## src/rtl/rib_arbiter_if.sv

```systemverilog
// Master/slave bus bundle for rib_arbiter: four requesters in, one slave port out.
interface rib_arbiter_if;
  logic [3:0]   m_req_i;
  logic [3:0]   m_we_i;
  logic [127:0] m_addr_i;
  logic [127:0] m_wdata_i;
  logic [3:0]   m_gnt_o;
  logic [31:0]  m_rdata_o;
  logic [31:0]  s_addr_o;
  logic [31:0]  s_wdata_o;
  logic [3:0]   s_we_o;
  logic [127:0] s_rdata_i;
  logic         hold_flag_o;

  modport master (
    output m_req_i, m_we_i, m_addr_i, m_wdata_i, s_rdata_i,
    input  m_gnt_o, m_rdata_o, s_addr_o, s_wdata_o, s_we_o, hold_flag_o
  );

  modport slave (
    input  m_req_i, m_we_i, m_addr_i, m_wdata_i, s_rdata_i,
    output m_gnt_o, m_rdata_o, s_addr_o, s_wdata_o, s_we_o, hold_flag_o
  );
endinterface

```

## src/rtl/rib_arbiter.sv

```systemverilog
// Four-master bus arbiter with lock-limited ownership and address-decoded slave mux.
// Define RIB_RR_EN for round-robin arbitration; default build is fixed priority 0>1>2>3.
module rib_arbiter #(
  parameter int LOCK_MAX = 16
) (
  input logic          clk,
  input logic          rst,
  rib_arbiter_if.slave bus
);
  typedef enum logic {S_IDLE = 1'b0, S_BUSY = 1'b1} state_t;
  localparam logic [7:0] LOCK_LAST = 8'(LOCK_MAX - 1);

  state_t      r_state, w_state_nxt;
  logic [1:0]  r_owner, w_owner_nxt, w_win;
  logic [7:0]  r_lock, w_lock_nxt;
  logic [3:0]  r_excl, w_excl_nxt, w_elig, w_gnt;
  logic        w_busy, w_lock_hit, w_others, w_force;
  logic [31:0] w_addr;
  logic [3:0]  w_idx;
  logic        w_idx_ok;
`ifdef RIB_RR_EN
  logic [1:0]  r_ptr, w_ptr_nxt;
`endif

  // A lock-forced owner sits out the next arbitration so a waiting master gets in.
  assign w_elig = ((bus.m_req_i & ~r_excl) != 4'd0) ? (bus.m_req_i & ~r_excl) : bus.m_req_i;

  always_comb begin
    w_win = 2'd0;
    for (int i = 3; i >= 0; i--) begin
`ifdef RIB_RR_EN
      if (w_elig[r_ptr + 2'(i)]) w_win = r_ptr + 2'(i);
`else
      if (w_elig[i]) w_win = 2'(i);
`endif
    end
  end

  assign w_busy     = (r_state == S_BUSY);
  assign w_gnt      = w_busy ? (4'd1 << r_owner) : 4'd0;
  assign w_lock_hit = (r_lock == LOCK_LAST);
  assign w_others   = ((bus.m_req_i & ~w_gnt) != 4'd0);
  assign w_force    = w_lock_hit && w_others;

  always_ff @(posedge clk or posedge rst) begin
    if (rst) begin
      r_state <= S_IDLE;
      r_owner <= 2'd0;
      r_lock  <= 8'd0;
      r_excl  <= 4'd0;
`ifdef RIB_RR_EN
      r_ptr   <= 2'd0;
`endif
    end else begin
      r_state <= w_state_nxt;
      r_owner <= w_owner_nxt;
      r_lock  <= w_lock_nxt;
      r_excl  <= w_excl_nxt;
`ifdef RIB_RR_EN
      r_ptr   <= w_ptr_nxt;
`endif
    end
  end

  always_comb begin
    w_state_nxt = r_state;
    w_owner_nxt = r_owner;
    w_lock_nxt  = r_lock;
    w_excl_nxt  = r_excl;
`ifdef RIB_RR_EN
    w_ptr_nxt   = r_ptr;
`endif
    case (r_state)
      S_IDLE: if (bus.m_req_i != 4'd0) begin
        w_state_nxt = S_BUSY;
        w_owner_nxt = w_win;
        w_lock_nxt  = 8'd0;
        w_excl_nxt  = 4'd0;
      end
      S_BUSY: if (!bus.m_req_i[r_owner] || w_force) begin
        w_state_nxt = S_IDLE;
        w_excl_nxt  = bus.m_req_i[r_owner] ? w_gnt : 4'd0;
`ifdef RIB_RR_EN
        w_ptr_nxt   = r_owner + 2'd1;
`endif
      end else if (!w_lock_hit) begin
        w_lock_nxt = r_lock + 8'd1;
      end
      default: w_state_nxt = S_IDLE;
    endcase
  end

  assign w_addr   = bus.m_addr_i[{r_owner, 5'd0} +: 32];
  assign w_idx    = w_addr[31:28];
  assign w_idx_ok = (w_idx[3:2] == 2'd0);

  assign bus.m_gnt_o     = w_gnt;
  assign bus.s_addr_o    = w_busy ? w_addr : 32'd0;
  assign bus.s_wdata_o   = w_busy ? bus.m_wdata_i[{r_owner, 5'd0} +: 32] : 32'd0;
  assign bus.s_we_o      = (w_busy && w_idx_ok && bus.m_we_i[r_owner]) ? (4'd1 << w_idx[1:0]) : 4'd0;
  assign bus.m_rdata_o   = (w_busy && w_idx_ok) ? bus.s_rdata_i[{w_idx[1:0], 5'd0} +: 32] : 32'd0;
  assign bus.hold_flag_o = (bus.m_req_i[2] & ~w_gnt[2]) | (bus.m_req_i[3] & ~w_gnt[3]);
endmodule

```

## src/flat_wrapper.sv

```systemverilog
// flat-port wrapper written by rule: the top's interface ports become plain ports
module rib_arbiter_flat 
#(
  parameter int LOCK_MAX = 16
)
  (clk, rst, bus_m_req_i, bus_m_we_i, bus_m_addr_i, bus_m_wdata_i, bus_s_rdata_i, bus_m_gnt_o, bus_m_rdata_o, bus_s_addr_o, bus_s_wdata_o, bus_s_we_o, bus_hold_flag_o);
  rib_arbiter_if bus_i ();
  input logic clk;
  input logic rst;
  input wire logic [$bits(bus_i.m_req_i)-1:0] bus_m_req_i;
  input wire logic [$bits(bus_i.m_we_i)-1:0] bus_m_we_i;
  input wire logic [$bits(bus_i.m_addr_i)-1:0] bus_m_addr_i;
  input wire logic [$bits(bus_i.m_wdata_i)-1:0] bus_m_wdata_i;
  input wire logic [$bits(bus_i.s_rdata_i)-1:0] bus_s_rdata_i;
  output wire logic [$bits(bus_i.m_gnt_o)-1:0] bus_m_gnt_o;
  output wire logic [$bits(bus_i.m_rdata_o)-1:0] bus_m_rdata_o;
  output wire logic [$bits(bus_i.s_addr_o)-1:0] bus_s_addr_o;
  output wire logic [$bits(bus_i.s_wdata_o)-1:0] bus_s_wdata_o;
  output wire logic [$bits(bus_i.s_we_o)-1:0] bus_s_we_o;
  output wire logic [$bits(bus_i.hold_flag_o)-1:0] bus_hold_flag_o;
  assign bus_i.m_req_i = bus_m_req_i;
  assign bus_i.m_we_i = bus_m_we_i;
  assign bus_i.m_addr_i = bus_m_addr_i;
  assign bus_i.m_wdata_i = bus_m_wdata_i;
  assign bus_i.s_rdata_i = bus_s_rdata_i;
  assign bus_m_gnt_o = bus_i.m_gnt_o;
  assign bus_m_rdata_o = bus_i.m_rdata_o;
  assign bus_s_addr_o = bus_i.s_addr_o;
  assign bus_s_wdata_o = bus_i.s_wdata_o;
  assign bus_s_we_o = bus_i.s_we_o;
  assign bus_hold_flag_o = bus_i.hold_flag_o;
  rib_arbiter #(.LOCK_MAX(LOCK_MAX)) u_core (.clk(clk), .rst(rst), .bus(bus_i));
endmodule
```

## config.mk

```make
export PLATFORM = sky130hd
export DESIGN_NAME = rib_arbiter_flat
export DESIGN_NICKNAME = d
export VERILOG_FILES = /design/src/rtl/rib_arbiter_if.sv /design/src/rtl/rib_arbiter.sv /design/src/flat_wrapper.sv
export SDC_FILE = /design/constraint.sdc
export NUM_CORES = 1
export LEC_CHECK = 0
export BUFFER_PORTS_ARGS = -buffer_cell sky130_fd_sc_hd__clkbuf_2
export CAP_MARGIN = 20
export CORE_AREA = 2 2 196 198
export CTS_CLUSTER_SIZE = 28
export DETAILED_ROUTE_END_ITERATION = 10
export DIE_AREA = 0 0 198 200
export SLEW_MARGIN = 40
export SYNTH_ARGS = -nofsm -noshare
export SYNTH_HDL_FRONTEND = slang
export SYNTH_SLANG_ARGS = --single-unit
```

## constraint.sdc

```tcl
create_clock -name clk -period 4.7 [get_ports clk]
set_clock_uncertainty 0.15 [all_clocks]
set_input_delay 1.41 -clock clk [delete_from_list [all_inputs] [get_ports clk]]
set_output_delay 1.41 -clock clk [all_outputs]
set_load 0.05 [all_outputs]
```

After elaboration in Yosys (flattened, before gate mapping)
Index checks and enable logic that the tools add are counted.
- shifts and indexed selects: 5
- order comparisons: 1
- bitwise operators: 10
- reduce and logical (&&, ||, !) cells: 12
- eq/ne operators: 5
- $add $sub $neg: 1
- muxes and demuxes: 25
- operators by type and width (cell ; count):
    128-bit by 8-bit indexed part select with 32-bit output ; 3
    32-bit two-way mux ; 3
    4-bit two-way mux ; 6
    8-bit two-way mux ; 3
    8-bit case mux with 2 select lines ; 1
    4-bit nonzero test ; 3
    8-bit by 1-bit adder with 8-bit output, second input constant ; 1
    4-bit AND ; 2
    8-bit by 4-bit equality test with 1-bit output, second input constant ; 1
    2-bit two-way mux ; 4
    4-bit inverter ; 2
    4-bit case mux with 2 select lines ; 1
    1-bit by 2-bit << shifter with 4-bit output, first input constant ; 2
    2-bit != test, second input constant ; 3
    1-bit binary-select mux with 2-bit select ; 2
    1-bit two-way mux ; 4
    2-bit AND reduction ; 2
    1-bit logical AND ; 3
    2-bit by 3-bit less-than comparator with 1-bit output, second input constant ; 1
    1-bit inverter ; 3
    3-bit AND reduction ; 1
    1-bit AND ; 2
    2-bit logical NOT ; 1
    2-bit by 1-bit != test with 1-bit output, second input constant ; 1
    other kinds (4) ; 4
- register bits after elaboration: 15

Depth between registers and ports, before layout
- depth in word-level cells: 9
- mapped depth: 7

Worst setup path before layout
OpenSTA, ideal clock, no wires.
- kind: input to output
- start: input bus_m_addr_i[126]
- end: output bus_m_rdata_o[0]
- cell stages on the path: 4
- path slack: -0.166 ns
- arrival time: 3.306 ns
- path through: mux4_2 nor2_4 nand2_4 a211oi_1
- cells in the longest elaborated chain, start to end: 4
- ends and longest elaborated chain (what ; RTL line ; RTL):
    start, declared ; flat_wrapper.sv:12 ; input wire logic [$bits(bus_i.m_addr_i)-1:0] bus_m_addr_i;
    128-bit by 8-bit indexed part select with 32-bit output ; rib_arbiter.sv:93 ; assign w_addr = bus.m_addr_i[{r_owner, 5'd0} +: 32];
    2-bit logical NOT ; rib_arbiter.sv:95 ; assign w_idx_ok = (w_idx[3:2] == 2'd0);
    1-bit logical AND ; rib_arbiter.sv:101 ; assign bus.m_rdata_o = (w_busy && w_idx_ok) ? bus.s_rdata_i[{w_idx[1:0], 5'd0} +: 32] : 32'd0;
    32-bit two-way mux ; rib_arbiter.sv:101 ;
    end, declared ; flat_wrapper.sv:16 ; output wire logic [$bits(bus_i.m_rdata_o)-1:0] bus_m_rdata_o;
No other way between the ends.

Worst setup path in the final report
- start: input bus_m_addr_i[124]
- end: output bus_m_rdata_o[22]
- cells in the longest elaborated chain, start to end: 3
- ends and longest elaborated chain (what ; RTL line):
    128-bit by 8-bit indexed part select with 32-bit output ; rib_arbiter.sv:93
    128-bit by 8-bit indexed part select with 32-bit output ; rib_arbiter.sv:101
    32-bit two-way mux ; rib_arbiter.sv:101
No other way between the ends.

==> metrics.txt <==
Crit path required time 3140 ps; insertion delay to the later sink of the worst-skew pair 250 ps; critical path's slowest cell mux2_1; Net Sw Frac 61.9%; Die X 198 um; #FFs+latches synth 15; drt pass-1 iters 4; gp weighted congestion 0.881; Starting Density 11.5%; GRT Resource Usage Total 11.9%; Static Leak 0.00375 uW; Flop pwr share ~5%; chip height 200 um; layout cell share with drive strength beyond 1 70.5%; Max Fanout on Critical Path 22; sw power 3060 uW; Max transition margin 59.6%; met2 Use GR between 20% and 30%; CP endpoint kind output pin; average cell area after synthesis slightly above 10 um^2; detailed-route via count between 5000 and 6000; antenna viol nets, final 0; die area between 0.03 and 0.04 mm^2; worst min-delay path class reg -> reg; maximum VDD drop slightly above 300 uV; Slew Limit Fails 0; Least-Margin Pin Slew 606 ps; Max Clock Freq 0.218 GHz; pwr dens 643 mW/mm^2; Post-synth top flop dfrtp_1; sequential share of the synthesized area about 8.7%; global-route track usage on met3 around 3.2%; largest net degree at the start of global routing 70; YS warnings 0; port bufs ~500; root buf cell clkbuf_16; CTS H-tree depth 1; total gr overflow 0; Layout area overhead 79.1%; Multi-input gate area between 0.003 and 0.004 mm^2; Register-to-Register Setup Slack 2290 ps; post-route minimum period 4580 ps; vias in the first global route 5519; Startpoint Class input port; row count 71; Min Hold Slack ~380 ps; post-CTS setup buffers 0; final setup fails 0; ys async rst share 100%; Final Hold Fails 0; final WL 26000 um; outcome finished, final reports clean; fin util between 20 and 25%; Total Neg Setup Slack 0 ps; register area 384 um^2; # fillers 4150; critical path type in -> out; Synth Instances between 400 and 500; CTS Buf Count 3; cts hold-fix bufs 0; Synth cell types 46; cell area after synthesis 0.00430 mm^2; CTS Buffer Depth 2; CP most frequent cell clkbuf_2; Reg clk slew, reported paths 50 ps; Int Power about 1900 uW; Ports roughly 500; RSZ-0062 raised after global routing false; Nets 1287; Clock power frac 3.4%; post-synth net total just over 800; post-cts sizing count 0; routed len/inst 18.4 um; crit-path cells clkbuf_2 > mux2i_1 > mux2_4 > buf_12 > mux2_1 > nor2_1 > a211oi_2 > clkbuf_2; Combinational Power Share between 90 and 100%; period utilization 97.4%; initial antenna violation count 12; CTS tree done; gr busiest metal met2; Final HPWL DP approximately 23000 um; post-DR vias/cell 3.97; DR DRC count 0; worst path bufs/invs 3; CTS sink cnt 15; Post-synth EDFFs 0; CP max stage delay 340 ps; MaxCap Viol Count 0; cell family with most CP delay multiplexers; Core Box Area between 0.03 and 0.04 mm^2; CP arrival just over 3000 ps; 1st-iter DRT viols 260; first-pass GRT wire length about 35000 um; M1 GR Usage 13.7%
==> final timing paths <==
path | end | cells past startpoint | startpoint
max | bus_m_rdata_o[22] | 8 | bus_m_addr_i[124]
min | u_core.r_lock[2] | 1 | u_core.r_lock[2]
max reg2reg | u_core.r_excl[0] | 5 | u_core.r_owner[0]
min reg2reg | u_core.r_lock[2] | 1 | u_core.r_lock[2]
max in group asynchronous | u_core.r_owner[0] | 2 | rst
min in group asynchronous | u_core.r_excl[1] | 2 | rst
==> registers in the layout, summed over array words and instances, names as in the netlist <==
register,flops
u_core.r_owner,2
u_core.r_excl,4
u_core.r_state,1
u_core.r_lock,8
==> final cells by class <==
class	count	area share, %
diodes	6	0.195
clock buffers	3	0.975
clock inverters	1	0.0650
inverters	6	0.293
multi-input cells	352	47.5
flip-flops and latches	15	4.99
well taps	511	8.31
repair buffers	514	37.6
==> cells by family after synthesis <==
kind of cell / after synthesis / synth area share [%]
buffers and inverters: 48 / 6.14
and+or+nand+nor: 156 / 19.2
muxes: 137 / 51.9
AOI/OAI and AO/OA: 55 / 13.2
adders and majority gates: 1 / 0.291
DFF: 15 / 8.73
xor gates and xnor gates: 3 / 0.611
==> Yosys cell counts (2+ instances only) <==
master | instances | area share (%)
nand4_1 | 3 | 0.44
a221o_1 | 2 | 0.47
nor4_1 | 2 | 0.29
nor2_1 | 42 | 3.7
a211oi_2 | 30 | 8.7
buf_4 | 4 | 0.70
mux4_2 | 65 | 34
clkbuf_1 | 16 | 1.4
inv_1 | 6 | 0.52
xnor2_1 | 2 | 0.41
dfrtp_1 | 15 | 8.7
nor3_1 | 6 | 0.70
mux2i_1 | 39 | 9.1
and3_1 | 3 | 0.44
buf_1 | 2 | 0.17
buf_2 | 13 | 1.5
and2_1 | 63 | 9.2
o21ai_0 | 8 | 0.93
nand2_1 | 21 | 1.8
nand4b_1 | 2 | 0.41
mux2_1 | 29 | 7.6
nand3_1 | 5 | 0.58
buf_6 | 7 | 1.8
a211oi_1 | 2 | 0.35
nor2b_1 | 4 | 0.58
o211ai_1 | 2 | 0.35
mux2_2 | 3 | 0.79
==> metrics by stage <==
stage	cell area [um^2]	worst slack (ps)	total power, uW	cells
after floorplan	4300	-166	3610	415
after global placement	7600	163	4800	1398
after detailed placement	7600	116	4840	1398
after CTS	7680	122	5010	1402
after global routing	7690	50.3	5210	1404
final	7700	122	4950	1408
==> placed cells by master, fill, tap and decap left out, types with 4 or more instances in the layout <==
cell type,synthesis,routed
and2_1,63,63
mux2i_1,39,39
buf_4,4,10
nand2_1,21,21
nand3_1,5,5
nor2_1,42,42
buf_12,0,20
inv_1,6,6
nor2b_1,4,4
clkbuf_2,0,484
nor3_1,6,6
a211oi_2,30,30
diode_2,0,6
dfrtp_1,15,12
o21ai_0,8,8
mux4_2,65,65
mux2_1,29,29
==> per-layer routing <==
| layer | up-vias | share of wire [%] |
|---|---|---|
| met5 | - | 0.27 |
| met2 | 382 | 50 |
| met4 | 10 | 2.2 |
| met1 | 2594 | 37 |
| met3 | 29 | 10 |
| li1 | 2569 | - |
==> power by group through the flow <==
stage | registers [uW] | logic (uW) | clock network, uW
finish | 241 | 4540 | 168
global route | 252 | 4780 | 178
CTS | 247 | 4590 | 171
detailed placement | 249 | 4590 | 0
global placement | 248 | 4550 | 0
floorplan | 175 | 3440 | 0
No activity file was read; power rests on OpenSTA's default activity.
